**config.mk**
```make
export PLATFORM = sky130hd
export DESIGN_NAME = addr_nibble_serial_seq_flat
export DESIGN_NICKNAME = d
export VERILOG_FILES = /design/src/rtl/addr_nibble_serial_seq_pkg.sv /design/src/rtl/addr_nibble_serial_seq_if.sv /design/src/rtl/addr_nibble_serial_seq_res3_acc.sv /design/src/rtl/addr_nibble_serial_seq.sv /design/src/flat_wrapper.sv
export SDC_FILE = /design/constraint.sdc
export NUM_CORES = 1
export LEC_CHECK = 0
export CORE_UTILIZATION = 30
export DETAILED_ROUTE_END_ITERATION = 10
export SYNTH_ARGS = -nofsm -noshare
export SYNTH_HDL_FRONTEND = slang
export SYNTH_SLANG_ARGS = --single-unit
```
**constraint.sdc**
```tcl
create_clock -name clk -period 6.6 [get_ports clk]
set_input_delay 0.66 -clock clk [delete_from_list [all_inputs] [get_ports clk]]
set_output_delay 0.66 -clock clk [all_outputs]
set_load 0.02 [all_outputs]
```
**src/rtl/addr_nibble_serial_seq_pkg.sv**
```systemverilog
// addr_seq_pkg: shared FSM states and mod-3 residue helpers for the nibble-serial adder front-end
package addr_seq_pkg;
  typedef enum logic [1:0] {IDLE, RUN, CHECK, DONE} state_t;
  function automatic int nibbles(input int width);
    return width / 4;
  endfunction
  function automatic logic [1:0] nib_mod3(input logic [3:0] n);
    return 2'(n % 4'd3);
  endfunction
  function automatic logic [1:0] add_mod3(input logic [1:0] x, input logic [1:0] y);
    logic [2:0] t;
    t = {1'b0, x} + {1'b0, y};
    return t >= 3'd3 ? 2'(t - 3'd3) : t[1:0];
  endfunction
endpackage

```
**src/rtl/addr_nibble_serial_seq_if.sv**
```systemverilog
// addr_nibble_serial_seq_if: operand, slice and result handshake bundle
interface addr_nibble_serial_seq_if #(
  parameter int WIDTH = 16,
  parameter int MAX_RETRY = 2
);
  localparam int RW = MAX_RETRY > 0 ? $clog2(MAX_RETRY + 1) : 1;
  logic in_valid;
  logic in_ready;
  logic [WIDTH-1:0] in_a;
  logic [WIDTH-1:0] in_b;
  logic [3:0] slc_a;
  logic [3:0] slc_b;
  logic [4:0] slc_o;
  logic out_valid;
  logic out_ready;
  logic [WIDTH:0] out_sum;
  logic out_err;
  logic [RW-1:0] out_retries;
  modport master (
    output in_valid, in_a, in_b, slc_o, out_ready,
    input in_ready, slc_a, slc_b, out_valid, out_sum, out_err, out_retries
  );
  modport slave (
    input in_valid, in_a, in_b, slc_o, out_ready,
    output in_ready, slc_a, slc_b, out_valid, out_sum, out_err, out_retries
  );
endinterface

```
**src/rtl/addr_nibble_serial_seq_res3_acc.sv**
```systemverilog
// res3_acc: 2-bit mod-3 residue accumulator with clear and enable
module res3_acc
  import addr_seq_pkg::*;
(
  input  logic       clk,
  input  logic       rst_n,
  input  logic       clr,
  input  logic       en,
  input  logic [1:0] d,
  output logic [1:0] q
);
  // clear wins over accumulate so a new operation never inherits old residue
  always_ff @(posedge clk or negedge rst_n)
    if (!rst_n) q <= '0;
    else q <= clr ? 2'd0 : en ? add_mod3(q, d) : q;
endmodule

```
**src/rtl/addr_nibble_serial_seq.sv**
```systemverilog
// addr_nibble_serial_seq: nibble-serial WIDTH-bit adder driving a 4-bit slice, with mod-3 checked retry
module addr_nibble_serial_seq
  import addr_seq_pkg::*;
#(
  parameter int WIDTH = 16,
  parameter int MAX_RETRY = 2
) (
  input logic clk,
  input logic rst_n,
  addr_nibble_serial_seq_if.slave bus
);
  localparam int NIBBLES = nibbles(WIDTH);
  localparam int NW = NIBBLES > 1 ? $clog2(NIBBLES) : 1;
  localparam int RW = MAX_RETRY > 0 ? $clog2(MAX_RETRY + 1) : 1;
  state_t state;
  logic [WIDTH-1:0] a_r, b_r;
  logic [WIDTH:0] sum_r;
  logic [NW-1:0] nib;
  logic [RW-1:0] retry;
  logic carry, err;
  logic [3:0] s;
  logic carry_next, last, acc, pass, rerun;
  logic [1:0] ra, rb, rs, s_res;
  // slice operands come only from latched registers and idle at zero outside RUN
  assign bus.slc_a = state == RUN ? a_r[4*nib +: 4] : 4'd0;
  assign bus.slc_b = state == RUN ? b_r[4*nib +: 4] : 4'd0;
  assign bus.in_ready = rst_n && state == IDLE;
  assign bus.out_valid = state == DONE;
  assign bus.out_sum = sum_r;
  assign bus.out_err = err;
  assign bus.out_retries = retry;
  // the slice has no carry-in, so the previous carry is folded in here
  always_comb begin
    s = bus.slc_o[3:0] + {3'd0, carry};
    carry_next = bus.slc_o[4] | (carry & (bus.slc_o[3:0] == 4'hF));
    last = nib == NW'(NIBBLES - 1);
    acc = state == IDLE && bus.in_valid;
    pass = add_mod3(ra, rb) == rs;
    rerun = state == CHECK && !pass && retry != RW'(MAX_RETRY);
    s_res = last ? add_mod3(nib_mod3(s), {1'b0, carry_next}) : nib_mod3(s);
  end
  // operand residues are taken on the first pass only and reused by retries
  res3_acc u_ra (.clk(clk), .rst_n(rst_n), .clr(acc), .en(state == RUN && retry == '0), .d(nib_mod3(bus.slc_a)), .q(ra));
  res3_acc u_rb (.clk(clk), .rst_n(rst_n), .clr(acc), .en(state == RUN && retry == '0), .d(nib_mod3(bus.slc_b)), .q(rb));
  res3_acc u_rs (.clk(clk), .rst_n(rst_n), .clr(acc | rerun), .en(state == RUN), .d(s_res), .q(rs));
  // sequencing: accept, one nibble per cycle, residue check with retry, hold result until taken
  always_ff @(posedge clk or negedge rst_n)
    if (!rst_n) begin
      state <= IDLE;
      a_r <= '0;
      b_r <= '0;
      sum_r <= '0;
      nib <= '0;
      carry <= 1'b0;
      retry <= '0;
      err <= 1'b0;
    end else
      case (state)
        IDLE:
          if (acc) begin
            a_r <= bus.in_a;
            b_r <= bus.in_b;
            nib <= '0;
            carry <= 1'b0;
            retry <= '0;
            err <= 1'b0;
            state <= RUN;
          end
        RUN: begin
          sum_r[4*nib +: 4] <= s;
          carry <= carry_next;
          nib <= nib + 1'b1;
          if (last) begin
            sum_r[WIDTH] <= carry_next;
            state <= CHECK;
          end
        end
        CHECK:
          if (pass) state <= DONE;
          else if (!rerun) begin
            err <= 1'b1;
            state <= DONE;
          end else begin
            retry <= retry + 1'b1;
            nib <= '0;
            carry <= 1'b0;
            state <= RUN;
          end
        default:
          if (bus.out_ready) state <= IDLE;
      endcase
endmodule

```
**src/flat_wrapper.sv**
```systemverilog
// flat-port wrapper written by rule: the top's interface ports become plain ports
module addr_nibble_serial_seq_flat import addr_seq_pkg::*;
#(
  parameter int WIDTH = 16,
  parameter int MAX_RETRY = 2
)
  (clk, rst_n, bus_in_valid, bus_in_a, bus_in_b, bus_slc_o, bus_out_ready, bus_in_ready, bus_slc_a, bus_slc_b, bus_out_valid, bus_out_sum, bus_out_err, bus_out_retries);
  addr_nibble_serial_seq_if #(.WIDTH(WIDTH), .MAX_RETRY(MAX_RETRY)) bus_i ();
  input logic clk;
  input logic rst_n;
  input wire logic [$bits(bus_i.in_valid)-1:0] bus_in_valid;
  input wire logic [$bits(bus_i.in_a)-1:0] bus_in_a;
  input wire logic [$bits(bus_i.in_b)-1:0] bus_in_b;
  input wire logic [$bits(bus_i.slc_o)-1:0] bus_slc_o;
  input wire logic [$bits(bus_i.out_ready)-1:0] bus_out_ready;
  output wire logic [$bits(bus_i.in_ready)-1:0] bus_in_ready;
  output wire logic [$bits(bus_i.slc_a)-1:0] bus_slc_a;
  output wire logic [$bits(bus_i.slc_b)-1:0] bus_slc_b;
  output wire logic [$bits(bus_i.out_valid)-1:0] bus_out_valid;
  output wire logic [$bits(bus_i.out_sum)-1:0] bus_out_sum;
  output wire logic [$bits(bus_i.out_err)-1:0] bus_out_err;
  output wire logic [$bits(bus_i.out_retries)-1:0] bus_out_retries;
  assign bus_i.in_valid = bus_in_valid;
  assign bus_i.in_a = bus_in_a;
  assign bus_i.in_b = bus_in_b;
  assign bus_i.slc_o = bus_slc_o;
  assign bus_i.out_ready = bus_out_ready;
  assign bus_in_ready = bus_i.in_ready;
  assign bus_slc_a = bus_i.slc_a;
  assign bus_slc_b = bus_i.slc_b;
  assign bus_out_valid = bus_i.out_valid;
  assign bus_out_sum = bus_i.out_sum;
  assign bus_out_err = bus_i.out_err;
  assign bus_out_retries = bus_i.out_retries;
  addr_nibble_serial_seq #(.WIDTH(WIDTH), .MAX_RETRY(MAX_RETRY)) u_core (.clk(clk), .rst_n(rst_n), .bus(bus_i));
endmodule
```
==> parameters.txt, run 1 <==
Parameter                              Value

GRT
  Total overflow reported by the global router    0
  Initial antenna violation count    0
  Via count of the first global-routing pass    3107
  Maximum number of pins on one net before global-route repair    65
  Aggregate global-route resource usage    0.144
  First-pass GRT wire length    14.5 mm

Placed design
  Area of placed instances    4740 µm²
  Routability congestion estimate from global placement    0.755
  Pre-CTS worst setup slack    -0.132 ns
  Port-buffer cells    70
  HPWL reported at the end of detailed placement    6.58 mm

Synthesis
  Portion of netlist area occupied by mux cells    0.0669
  Share of the synthesized netlist area taken by xor and xnor gates    0.0310
  Simple-gate portion of the synthesized area    0.210
  Most used flip-flop cell after synthesis    dfrtp_1
  Top cells by area, synth    dfrtp_1 (41%), nand2_1 (12%), ha_1 (9.7%)
  Instance count of the mapped netlist    407
  Async set-reset flop share out of synthesis    1.00
  Seq cells post-synth    63
  Count of distinct cell types in the synthesized netlist    55
  Post-synth EDFFs    0
  Cell type contributing the most total cell area after synthesis    dfrtp_1
  Main combinational cell family by area after synthesis    simple AND/OR/NAND/NOR gates
  Post-Synthesis Mean Instance Area    9.51 µm²
  Area fraction of the dominant cell type after synthesis    0.408
  Total nets after synthesis    483
  Number of warnings reported in the yosys synthesis log    0
  Post-synthesis sequential area ratio    0.408
  Adder-Cell Fraction of Synth Area    0.123
  Synthesized-area fraction occupied by ao, oa, aoi and oai cells    0.119
  Area of the mapped netlist    3870 µm²

STA
  Max-slew headroom at the worst pin    0.446
  Highest achievable clock rate    160 MHz
  Final period util    0.945
  Clock period minus worst slack    6.24 ns
  Final-report max-slew violation count    0
  Worst Clk Skew    0.00809 ns
  Final hold vios    0
  Unrepaired setup endpoints after global routing    false
  Setup TNS    0 ns
  Endpoints failing setup    0
  Transition time of the tightest slew-check pin    0.831 ns
  Minimum setup slack in the final design    0.360 ns

Min path
  Worst Hold Depth    2
  Path class of the lowest-slack min-delay path    reg -> reg

Worst setup path
  Critical path's most frequent cell    ha_1
  Critical Path Source Type    input pin
  Worst-case reg-to-reg path depth    25
  Required time of the critical path    6.79 ns
  Endpoint arrival time on the critical path    6.43 ns
  Slowest stage cell, crit path    fa_1
  Crit Path Category    in -> reg
  Delay of the slowest cell on the worst path    0.50 ns
  Worst Setup End Kind    flip-flop
  Largest fanout on the critical path    5

Detailed routing
  Antenna Violating Nets Remaining    0
  DR pass1 iterations    4
  Drt drc    0
  Total routed wirelength    8.89 mm
  Average wire per standard cell    13.5 µm
  DR iter-0 viols    99
  Total number of vias    3107
  Post-DR vias/cell    4.73

Clock network
  TritonCTS Buffers    9
  Post-CTS setup repair buffer count    0
  TritonCTS clock tree    done
  CTS H-tree depth    3
  Later-pin clock latency in the skew report    0.33 ns
  Post-CTS clock slew at the launch and capture registers of the worst setup and hold paths    0.06 ns
  Clock Tree Root    clkbuf_16
  Clk sink count    63
  Maximum number of buffers from clock root to sink    2

Floorplan
  Area of the die    13400 µm²
  DIE HEIGHT    116 µm
  Die X    116 µm
  Core Region    12600 µm²
  Ports placed on the boundary    71
  Initial Util    0.307
  Number of core rows    41

Run
  Number of maximum-capacitance constraint violations    0

Run status
  Outcome    complete, no violations

Power
  Relative contribution of the clock network to total power    0.160
  Sequential Power Share    0.212
  Switching portion of total power    0.426
  Standby leakage power    2.37 nW
  Worst vdd ir    0.206 mV
  Power per unit of standard cell area    642 nW/µm²
  Logic gate share of total power    0.628
  Switch Pwr    1.39 mW
  Cell Int Power    1.88 mW

Cells and area
  Area growth from synthesis to final layout    31.5%
  Antenna diode count    0
  Number of nets in the final layout    556
  Layout cells sized above 1    0.0866
  Final Cell Area    5090 µm²
cells in the final DEF, fill, tap and decap left out, drive strengths merged, types with 8 or more instances in the layout:
cell type / instances
o21ai: 10
a21oi: 11
a22o: 10
nand2: 124
mux4: 8
clkbuf: 11
and2: 10
buf: 8
nor2: 17
ha: 30
clkdlybuf4s50: 69
inv: 20
dfrtp: 63
nand2b: 8
sequential cells by signal, summed over array words and instances, names as in the netlist, 2 cells and up:
register and flops:
u_core.bus.out_sum 17, u_core.a_r 16, u_core.b_r 16, u_core.bus.out_retries 2, u_core.nib 2, u_core.state 2
u_core.u_ra.q 2, u_core.u_rb.q 2, u_core.u_rs.q 2
metrics by stage:
step,power (mW),util,instances,hold slack [ns]
floorplan,2.20,-,407,0.364
global placement,2.62,0.376,641,0.450
detailed placement,2.73,0.376,641,0.459
CTS,3.27,0.402,657,0.473
global route,3.58,0.403,657,0.488
finish,3.27,0.403,657,0.468
power by group through the flow:
stage | registers (mW) | logic (mW) | clock network, mW
2_1_floorplan | 0.697 | 1.51 | 0
3_3_place_gp | 0.695 | 1.92 | 0
3_5_place_dp | 0.702 | 2.03 | 0
4_1_cts | 0.696 | 2.04 | 0.533
5_1_grt | 0.715 | 2.32 | 0.548
6_report | 0.691 | 2.05 | 0.523
cells by family (layout without fill, tap and decap cells):
group	Yosys count	in the layout
compound gates	62	62
xor+xnor	12	12
fa+ha+maj	35	35
buf+inv	35	113
flops	63	63
mux	14	14
simple gates	186	186
what timing repair did:
item	CTS	global route
hold buffers	0	0
gates resized for setup	0	4
setup endpoints to repair	0	2
area by class of cell:
type                    instances  area (µm²)
flip-flops and latches         63        1580
clock buffers                  11         253
fillers                      1295        7530
clock inverters                 5        80.1
repair buffers                 77         748
inverters                      20        75.1
well taps                     172         215
multi-input cells             309        2140
critical path: cells and delay by family:
kind	cells	cell delay (ns)
XOR/XNOR	3	0.49
AND/OR/NAND/NOR	4	0.62
adder cells (fa/ha/maj)	10	2.72
AO/OA/AOI/OAI	5	1.32
buffers and inverters	4	0.61
synthesized netlist by cell type (3+ instances only):
library cell / count
ha_1: 30
a22o_1: 10
fa_1: 5
xor2_1: 4
o41ai_1: 3
nand3_1: 5
mux4_2: 4
xnor2_1: 7
and2_1: 9
o2111ai_1: 4
nor3_1: 6
dfrtp_1: 63
mux2i_1: 3
nand2_1: 124
o31ai_1: 4
or3_1: 4
nor2b_1: 4
clkbuf_1: 10
a21oi_1: 11
o21a_1: 3
o21ai_0: 8
nor2_1: 17
inv_1: 20
nand2b_1: 8
mux4_1: 4
layer usage:
| metal | vias to the layer above | wire [µm] | track usage |
|---|---|---|---|
| met1 | 1505 | 4160 | 0.173 |
| met4 | 0 | 131 | 0.0580 |
| met2 | 55 | 4240 | 0.244 |
| li1 | 1538 | - | - |
| met5 | - | 0 | 0 |
| met3 | 9 | 362 | 0.0377 |
worst paths after layout:
path | startpoint | endpoint | slack [ns]
setup / recovery | bus_slc_o[0] | u_core.u_rs.q[1]$_DFFE_PN0P_ | 0.36
hold / removal | u_core.b_r[0]$_DFFE_PN0P_ | u_core.b_r[0]$_DFFE_PN0P_ | 0.47
setup reg to reg | u_core.carry$_DFFE_PN0P_ | u_core.u_rs.q[1]$_DFFE_PN0P_ | 0.75
hold reg to reg | u_core.b_r[0]$_DFFE_PN0P_ | u_core.b_r[0]$_DFFE_PN0P_ | 0.47
max in group asynchronous | rst_n | u_core.b_r[6]$_DFFE_PN0P_ | 5.55
min in group asynchronous | rst_n | u_core.bus.out_sum[5]$_DFFE_PN0P_ | 0.51
No activity file was read; power rests on OpenSTA's default activity.
==> inputs of run 2 (changes only) <==
--- a/config.mk
+++ b/config.mk
@@ -7,6 +7,7 @@
 export LEC_CHECK = 0
 export CORE_UTILIZATION = 30
 export DETAILED_ROUTE_END_ITERATION = 10
+export PLACE_DENSITY = 0.56
 export SYNTH_ARGS = -nofsm -noshare
 export SYNTH_HDL_FRONTEND = slang
 export SYNTH_SLANG_ARGS = --single-unit
==> run 2 against run 1 <==
Design area barely moved. Largest cell class unchanged. Die area did not move. Worst setup slack improved by 0.036 ns.
==> parameters.txt, run 2 (synthesis gave the netlist of run 1 again) <==
Parameter                              Value

STA
  Endpoints failing setup    0
  Final-report max-slew violation count    0
  Worst Clk Skew    0.00825 ns
  Max-slew headroom at the worst pin    0.461
  Final hold vios    0
  Clock period minus worst slack    6.20 ns
  Highest achievable clock rate    161 MHz
  Setup TNS    0 ns
  Minimum setup slack in the final design    0.396 ns
  Transition time of the tightest slew-check pin    0.808 ns
  Unrepaired setup endpoints after global routing    false
  Final period util    0.940

Clock network
  TritonCTS clock tree    done
  Clock Tree Root    clkbuf_16
  Post-CTS setup repair buffer count    0
  Clk sink count    63
  Number of buffers inserted for hold repair after clock tree synthesis    0
  Later-pin clock latency in the skew report    0.32 ns
  Post-CTS clock slew at the launch and capture registers of the worst setup and hold paths    0.06 ns
  TritonCTS Buffers    9
  Count of instances resized after the clock tree is built    0
  Maximum number of buffers from clock root to sink    2
  CTS H-tree depth    3

Cells and area
  Antenna diode count    0
  Layout cells sized above 1    0.0948
  Total area of multi-input combinational cells    2160 µm²
  Number of nets in the final layout    556
  Most common cell after layout, fill and taps aside    nand2_1
  Flip-flop count of the largest register, all copies and words added    17
  Sequential cell area in the final layout    1580 µm²
  Commonest cells after routing, fill and taps aside    nand2_1 (124), clkdlybuf4s50_1 (69), dfrtp_1 (63)
  Layout fillers    1317
  Final cell count without fillers    657
  Area growth from synthesis to final layout    31.6%

Worst setup path
  Logic depth of the worst path, buffers included    26
  Worst Setup End Kind    flip-flop
  Required time of the critical path    6.84 ns
  Delay of the slowest cell on the worst path    0.49 ns
  Delay-heaviest family, CP    adder cells
  Critical path's most frequent cell    ha_1
  Crit Path Category    in -> reg
  Endpoint arrival time on the critical path    6.44 ns
  Largest fanout on the critical path    5
  Number of buffer and inverter stages on the critical path    4
  Slowest stage cell, crit path    fa_1
  Critical Path Source Type    input pin
  Worst-case reg-to-reg path depth    25

Run
  Number of maximum-capacitance constraint violations    0

Placed design
  Pre-CTS worst setup slack    -0.0676 ns
  Cells after DPL    641
  Port-buffer cells    70
  HPWL reported at the end of detailed placement    6.45 mm
  Routability congestion estimate from global placement    0.790

Power
  Standby leakage power    2.37 nW
  Worst vdd ir    0.218 mV
  Power per unit of standard cell area    634 nW/µm²
  Sequential Power Share    0.215
  Logic gate share of total power    0.631
  Cell Int Power    1.86 mW
  Relative contribution of the clock network to total power    0.155
  Switch Pwr    1.37 mW
  Switching portion of total power    0.425

Floorplan
  Initial Util    0.307
  Core Region    12600 µm²
  Ports placed on the boundary    71
  Area of the die    13400 µm²
  Number of core rows    41
  DIE HEIGHT    116 µm
  Die X    116 µm

Min path
  Path class of the lowest-slack min-delay path    reg -> reg
  Worst Hold Depth    2

Detailed routing
  Average wire per standard cell    13.3 µm
  DR iter-0 viols    113
  DR pass1 iterations    4
  Drt drc    0
  Total routed wirelength    8.76 mm
  Post-DR vias/cell    4.68
  Total number of vias    3075
  Antenna Violating Nets Remaining    0

GRT
  Maximum number of pins on one net before global-route repair    65
  Initial antenna violation count    0
  First-pass GRT wire length    14.6 mm
  Via count of the first global-routing pass    3090
  Total overflow reported by the global router    0
  Aggregate global-route resource usage    0.141

Run status
  Outcome    complete, no violations
run 2: metrics by stage:
step / instance area, µm² / power, mW / hold slack, ns / util
floorplan: 3870 / 2.20 / 0.364 / -
finish: 5090 / 3.23 / 0.467 / 0.404
detailed placement: 4740 / 2.73 / 0.457 / 0.376
CTS: 5050 / 3.24 / 0.470 / 0.400
global route: 5090 / 3.55 / 0.489 / 0.404
global placement: 4740 / 2.63 / 0.451 / 0.376
run 2: power by group through the flow:
stage / clock (mW) / sequential, mW / combinational [mW]
after floorplan: 0 / 0.697 / 1.51
final: 0.500 / 0.693 / 2.04
after global placement: 0 / 0.695 / 1.93
after CTS: 0.508 / 0.698 / 2.03
after detailed placement: 0 / 0.703 / 2.02
after global routing: 0.529 / 0.720 / 2.30
run 2: final cells by class:
| cell class | instances | share of cell area |
|---|---|---|
| multi-input combinational | 309 | 0.425 |
| sequential | 63 | 0.310 |
| timing repair buffer | 77 | 0.147 |
| clock buffer | 10 | 0.0450 |
| tap | 172 | 0.0423 |
| clock inverter | 6 | 0.0167 |
| inverter | 20 | 0.0147 |
run 2: routing by layer:
metal,up-vias,global-route usage,part of all wire
li1,1543,-,-
met1,1472,0.181,0.47
met2,51,0.241,0.47
met3,9,0.0262,0.044
met4,0,0.0450,0.010
met5,-,0,0
run 2: path summary, 6_finish.rpt:
kind,from,endpoint,slack [ns]
max,bus_slc_o[0],u_core.u_rs.q[0]$_DFFE_PN0P_,0.40
min,u_core.a_r[1]$_DFFE_PN0P_,u_core.a_r[1]$_DFFE_PN0P_,0.47
max reg2reg,u_core.carry$_DFFE_PN0P_,u_core.u_rs.q[0]$_DFFE_PN0P_,0.78
min reg2reg,u_core.a_r[1]$_DFFE_PN0P_,u_core.a_r[1]$_DFFE_PN0P_,0.47
max in group asynchronous,rst_n,u_core.state[1]$_DFFE_PN0P_,5.55
min in group asynchronous,rst_n,u_core.bus.out_sum[15]$_DFFE_PN0P_,0.51
run 2: worst register-to-register path: cells and delay by family (launching register included):
kind | cells | cell delay (ns)
adder cells (fa/ha/maj) | 10 | 2.66
flip-flops | 1 | 0.40
XOR/XNOR | 3 | 0.48
AO/OA/AOI/OAI | 5 | 1.24
AND/OR/NAND/NOR | 4 | 0.78
buffers and inverters | 3 | 0.18
